===== config.mk =====
export PLATFORM = sky130hd
export DESIGN_NAME = reg_dump_flat
export DESIGN_NICKNAME = d
export VERILOG_FILES = /design/src/rtl/reg_dump_pkg.sv /design/src/rtl/reg_dump_if.sv /design/src/rtl/reg_dump.sv /design/src/flat_wrapper.sv
export SDC_FILE = /design/constraint.sdc
export NUM_CORES = 1
export LEC_CHECK = 0
export CAP_MARGIN = 30
export CORE_MARGIN = 8
export CORE_UTILIZATION = 45
export CTS_BUF_LIST = sky130_fd_sc_hd__clkbuf_4
export DETAILED_ROUTE_END_ITERATION = 16
export PLACE_DENSITY = 0.81
export SLEW_MARGIN = 20
export SYNTH_ARGS = -nofsm -noshare
export SYNTH_HDL_FRONTEND = slang
export SYNTH_SLANG_ARGS = --single-unit

===== constraint.sdc =====
create_clock -name i_clk -period 1.5 [get_ports i_clk]
set_input_delay 0.225 -clock i_clk [delete_from_list [all_inputs] [get_ports i_clk]]
set_output_delay 0.225 -clock i_clk [all_outputs]
set_load 0.05 [all_outputs]

===== src/rtl/reg_dump_pkg.sv =====
// Shared definitions for the register-file dump reader: widths, opcode
// constants used across the core, and the dump FSM state encoding.
package reg_dump_pkg;

  localparam int W     = 8;
  localparam int D     = 4;
  localparam int DEPTH = 2 ** D;

  localparam logic [3:0] OP_NOP = 4'h0;
  localparam logic [3:0] OP_ADD = 4'h1;
  localparam logic [3:0] OP_SUB = 4'h2;
  localparam logic [3:0] OP_LDI = 4'h3;
  localparam logic [3:0] OP_HLT = 4'hF;

  typedef enum logic [1:0] {IDLE, LOAD, SEND, FIN} dump_state_t;

  function automatic logic [D-1:0] next_addr(input logic [D-1:0] a);
    return a + D'(1);
  endfunction

endpackage


===== src/rtl/reg_dump_if.sv =====
// Bundle of the dump reader's control, register-file read port and output
// stream; slave is the reader side, master is the driver/consumer side.
interface reg_dump_if;
  import reg_dump_pkg::*;

  logic         start;
  logic [D-1:0] first_addr;
  logic [D-1:0] last_addr;
  logic [D-1:0] raddr;
  logic [W-1:0] rdata;
  logic         out_valid;
  logic         out_ready;
  logic [W-1:0] out_data;
  logic [D-1:0] out_addr;
  logic         out_last;
  logic         busy;
  logic         done;

  modport slave (
    input  start, first_addr, last_addr, rdata, out_ready,
    output raddr, out_valid, out_data, out_addr, out_last, busy, done
  );

  modport master (
    output start, first_addr, last_addr, rdata, out_ready,
    input  raddr, out_valid, out_data, out_addr, out_last, busy, done
  );

endinterface


===== src/rtl/reg_dump.sv =====
// Walks a (possibly wrapping) register range through a dedicated read port
// and streams each snapshotted register as an (address, data) word.
module reg_dump
  import reg_dump_pkg::*;
(
  input  logic     i_clk,
  input  logic     i_reset_n,
  reg_dump_if.slave bus
);

  dump_state_t  r_state,    w_state_nxt;
  logic [D-1:0] r_ptr,      w_ptr_nxt;
  logic [D-1:0] r_end_ptr,  w_end_ptr_nxt;
  logic [W-1:0] r_out_data, w_out_data_nxt;
  logic [D-1:0] r_out_addr, w_out_addr_nxt;
  logic         r_out_last, w_out_last_nxt;
  logic         r_out_valid, w_out_valid_nxt;

  // NOTE: every comb output is given its hold value first so no path leaves it unassigned (no latch).
  always_comb begin
    w_state_nxt     = r_state;
    w_ptr_nxt       = r_ptr;
    w_end_ptr_nxt   = r_end_ptr;
    w_out_data_nxt  = r_out_data;
    w_out_addr_nxt  = r_out_addr;
    w_out_last_nxt  = r_out_last;
    w_out_valid_nxt = r_out_valid;

    unique case (r_state)
      IDLE: begin
        if (bus.start) begin
          w_ptr_nxt     = bus.first_addr;
          w_end_ptr_nxt = bus.last_addr;
          w_state_nxt   = LOAD;
        end
      end
      LOAD: begin
        w_out_data_nxt  = bus.rdata;
        w_out_addr_nxt  = r_ptr;
        w_out_last_nxt  = (r_ptr == r_end_ptr);
        w_out_valid_nxt = 1'b1;
        w_state_nxt     = SEND;
      end
      SEND: begin
        if (r_out_valid && bus.out_ready) begin
          w_out_valid_nxt = 1'b0;
          if (r_out_last) begin
            w_state_nxt = FIN;
          end else begin
            // Pointer wraps modulo the register file depth.
            w_ptr_nxt   = next_addr(r_ptr);
            w_state_nxt = LOAD;
          end
        end
      end
      FIN: begin
        w_state_nxt = IDLE;
      end
      default: begin
        w_state_nxt = IDLE;
      end
    endcase
  end

  // NOTE: sequential state uses non-blocking assignments so all registers update together.
  always_ff @(posedge i_clk or negedge i_reset_n) begin
    if (!i_reset_n) begin
      r_state     <= IDLE;
      r_ptr       <= '0;
      r_end_ptr   <= '0;
      r_out_data  <= '0;
      r_out_addr  <= '0;
      r_out_last  <= 1'b0;
      r_out_valid <= 1'b0;
    end else begin
      r_state     <= w_state_nxt;
      r_ptr       <= w_ptr_nxt;
      r_end_ptr   <= w_end_ptr_nxt;
      r_out_data  <= w_out_data_nxt;
      r_out_addr  <= w_out_addr_nxt;
      r_out_last  <= w_out_last_nxt;
      r_out_valid <= w_out_valid_nxt;
    end
  end

  // busy and done decode the state register only, so they drop as soon as reset asserts.
  assign bus.raddr     = r_ptr;
  assign bus.out_valid = r_out_valid;
  assign bus.out_data  = r_out_data;
  assign bus.out_addr  = r_out_addr;
  assign bus.out_last  = r_out_last;
  assign bus.busy      = (r_state != IDLE);
  assign bus.done      = (r_state == FIN);

endmodule


===== src/flat_wrapper.sv =====
// flat-port wrapper written by rule: the top's interface ports become plain ports
module reg_dump_flat import reg_dump_pkg::*;
  (i_clk, i_reset_n, bus_start, bus_first_addr, bus_last_addr, bus_rdata, bus_out_ready, bus_raddr, bus_out_valid, bus_out_data, bus_out_addr, bus_out_last, bus_busy, bus_done);
  reg_dump_if bus_i ();
  input  logic i_clk;
  input  logic i_reset_n;
  input wire logic [$bits(bus_i.start)-1:0] bus_start;
  input wire logic [$bits(bus_i.first_addr)-1:0] bus_first_addr;
  input wire logic [$bits(bus_i.last_addr)-1:0] bus_last_addr;
  input wire logic [$bits(bus_i.rdata)-1:0] bus_rdata;
  input wire logic [$bits(bus_i.out_ready)-1:0] bus_out_ready;
  output wire logic [$bits(bus_i.raddr)-1:0] bus_raddr;
  output wire logic [$bits(bus_i.out_valid)-1:0] bus_out_valid;
  output wire logic [$bits(bus_i.out_data)-1:0] bus_out_data;
  output wire logic [$bits(bus_i.out_addr)-1:0] bus_out_addr;
  output wire logic [$bits(bus_i.out_last)-1:0] bus_out_last;
  output wire logic [$bits(bus_i.busy)-1:0] bus_busy;
  output wire logic [$bits(bus_i.done)-1:0] bus_done;
  assign bus_i.start = bus_start;
  assign bus_i.first_addr = bus_first_addr;
  assign bus_i.last_addr = bus_last_addr;
  assign bus_i.rdata = bus_rdata;
  assign bus_i.out_ready = bus_out_ready;
  assign bus_raddr = bus_i.raddr;
  assign bus_out_valid = bus_i.out_valid;
  assign bus_out_data = bus_i.out_data;
  assign bus_out_addr = bus_i.out_addr;
  assign bus_out_last = bus_i.out_last;
  assign bus_busy = bus_i.busy;
  assign bus_done = bus_i.done;
  reg_dump u_core (.i_clk(i_clk), .i_reset_n(i_reset_n), .bus(bus_i));
endmodule

==> impl_metrics.toml <==
[logic_synthesis]
synth_cell_types = 27
synthesis.instances = 84
synth.cell_area_um2 = 1080
synth_top_cells_by_count = "24 x dfrtp_1, 12 x mux2_1, 7 x mux2_2"
synth-async-reset-ratio_pct = 100
yosysSeqAreaShare_pct = 55.5
synth_largest_area_cell = "dfrtp_1"
postSynth.topFlopCell = "dfrtp_1"
netlist_top_cells_area = "dfrtp_1 55%, mux2_1 12%, mux2_2 7.3%"
yosysTopAreaCellShare_pct = 55.5
synth_mux_area_share_pct = 21.6
area_share_of_xor_xnor_cells_in_the_synthesized_design_pct = 3.24
synth-edff-count = 0
synth_top_family_by_area = "multiplexers"
postSynthAreaPerCell_um2 = 12.9
synth-warning-count = 0
synth_fp_nets = 105
synth.most_common_cell = "dfrtp_1"
synth_compound_area_share_pct = 4.51
post_synth_fa_ha_maj_area_fraction_pct = 1.16
post_synth_and_or_nand_nor_area_fraction_pct = 10.9
total_of_flip_flops_plus_latches_after_synthesis = 24

[timing]
post_layout_minimum_cycle_time_ps = 1450
worst_slew_pin_slew_ps = 308
period_share_pct = 96.9
finalClockSkew_ps = 14.3
final-setup-viol-count = 0
slew_headroom_pct = 79.5
final_setup_margin_ps = 47.1
slew_violations = 0
unrepaired_setup_endpoints_after_global_routing = "yes"
timing_hold_violations_final = 0
fmaxAchievable_mhz = 688

[clocking]
cts.clk_slew.worst_paths_ps = 130
cts.root.buffer_cell = "clkbuf_4"
clk-insertion-delay-late_ps = 310
cts_made_buffers = 3
cts.htree.levels = 1
cts_tree = "done"
cts_hold_buf = 0
clockBufferDepth = 2
cts.sink_count = 24

[global_routing]
gr-usage-all-layers_pct = 13.7
global_route_wire_length_before_repair_um = 4570
first_global_vias = 934
antenna_violations_before_repair = 0
grt_start_max_net_pins = 25
grt_overflow = 0

[power_and_ir_drop]
ir_drop_uv = 1730
cellPowerDensity_nw_per_um2 = 2570
leakage_nw = 0.763

[setup_path]
reg2reg_to = "u_core.bus.raddr[1]$_DFFE_PN0P_"
timing.setup.critical_path_class = "flop to output pin"
r2r_slack_ps = 60
crit_required_ps = 1270
path_max_fanout = 6
worst_reg2reg_path_depth = 4
critical_path.max_stage_delay_ps = 460
reg2reg_from = "u_core.r_state[1]$_DFFE_PN0P_"
critPathCaptureType = "output pin"
critical_path.slowest_cell = "dfrtp_2"
worst-endpoint-arrival_ps = 1230
start_kind = "flop"
critical_path_cell_sequence = "buf_4 -> and2_4 -> buf_12"

[place]
dp_worst_setup_slack_ps = -94.0
post_place_cell_area_um2 = 1650
dp_hpwl_um = 2180
port_buffers = 39
gpl.final_weighted_congestion = 0.784

[cells_and_area]
nets = 161
n_antenna_cell = 0
stdcell_area_um2 = 1710
area_growth_syn_to_layout_pct = 57.7
drive_gt1_share_pct = 39.6
layout.filler_cells = 161

[worst_hold_path]
hold_path.class = "input pin to asynchronous set/reset pin"

[floorplan]
io_pins = 40
core-area_um2 = 2250
die_width_um = 65.0
die_area_um2 = 4230
die_height_um = 65.0
floorplan.initialDensity_pct = 48.0
std_cell_rows = 17

[drt]
drcViolationCount = 0
postRouteAntennaNets = 0
routed_via_density = 5.12
route.vias.total = 855
post_detailed_route_wirelength_per_cell_um = 16.1
dr.pass1.iters = 4
dr.first_iter.drc_count = 28
totalWireLength_um = 2680

[outcome]
run_status = "complete, no violations"

[run]
cap_viol_max_count = 0
-- worst max-delay path by stage --
stage                                               start                               to  slack, ps  depth (start not counted)
after floorplan           u_core.bus.raddr[0]$_DFFE_PN0P_  u_core.bus.raddr[1]$_DFFE_PN0P_         10                          3
after global placement                      bus_out_ready  u_core.bus.raddr[3]$_DFFE_PN0P_        -60                          4
after detailed placement                    bus_out_ready  u_core.bus.raddr[1]$_DFFE_PN0P_        -90                          4
after CTS                   u_core.r_state[1]$_DFFE_PN0P_                         bus_done          9                          3
after global routing        u_core.r_state[1]$_DFFE_PN0P_  u_core.bus.raddr[3]$_DFFE_PN0P_         -8                          4
final                       u_core.r_state[0]$_DFFE_PN0P_                         bus_done         50                          3
-- metrics by stage --
step	TNS [ps]	util (%)	power, mW	hold slack, ps	std cells
CTS	0	75.2	4.41	259	167
global placement	-127	73.0	3.97	468	160
finish	0	75.7	4.39	249	167
global route	-7.75	75.7	4.64	270	167
detailed placement	-438	73.0	4.07	476	160
floorplan	0	-	2.87	-70.6	84
-- cells in the final DEF, fill, tap and decap left out, types with 2 or more instances in the layout --
| master | instances |
|---|---|
| mux2i_1 | 2 |
| xor2_1 | 4 |
| inv_1 | 4 |
| mux2_2 | 7 |
| clkbuf_4 | 3 |
| dfrtp_2 | 6 |
| nand3_1 | 4 |
| a21oi_1 | 3 |
| dfrtp_1 | 18 |
| buf_12 | 8 |
| buf_6 | 2 |
| clkdlybuf4s50_1 | 19 |
| mux2_1 | 12 |
| buf_4 | 26 |
| nor2b_1 | 3 |
-- sequential cells by signal, indices dropped and copies added, names as in the netlist --
name / flops
u_core.bus.out_data: 8
u_core.bus.out_last: 1
u_core.bus.out_addr: 4
u_core.bus.out_valid: 1
u_core.r_state: 2
u_core.bus.raddr: 4
u_core.r_end_ptr: 4
-- cells by family (layout without fill, tap and decap cells) --
family	count (synthesis)	in the layout
mux	21	21
flops	24	24
buf+inv	8	63
xor+xnor	4	4
simple gates	18	18
fa+ha+maj	1	1
compound gates	8	8
-- worst max-delay path, delay by kind of cell, from the launching register on --
family	cells	cell delay, ps
buffers and inverters	2	290
flip-flops	1	460
AND/OR/NAND/NOR	1	160
-- per-layer routing --
| layer | part of all wire [%] | track usage, % |
|---|---|---|
| met2 | 52 | 23.7 |
| met1 | 41 | 15.8 |
| met5 | 0 | 0 |
| met4 | 1.0 | 3.27 |
| met3 | 6.2 | 4.47 |
-- cell type report --
type / instances / area, µm² / area share [%]
sequential: 24 / 608 / 35.6
timing repair buffer: 55 / 568 / 33.3
multi-input combinational: 52 / 454 / 26.6
tap: 28 / 35.0 / 2.05
clock buffer: 3 / 22.5 / 1.32
inverter: 4 / 15.0 / 0.880
clock inverter: 1 / 3.75 / 0.220
-- timing repair --
action,CTS,global route
resized for setup,2,3
endpoints found under the hold margin,0,0
setup endpoints to repair,1,2
buffers inserted,3,0
pin swaps,0,2
-- power breakdown --
part	total (mW)	internal (mW)	switching (mW)
clock	0.278	0.0973	0.181
sequential	1.26	0.985	0.280
combinational	2.85	1.26	1.58
total	4.39	2.35	2.04
Note: power is estimated with default switching activity, not from simulation.
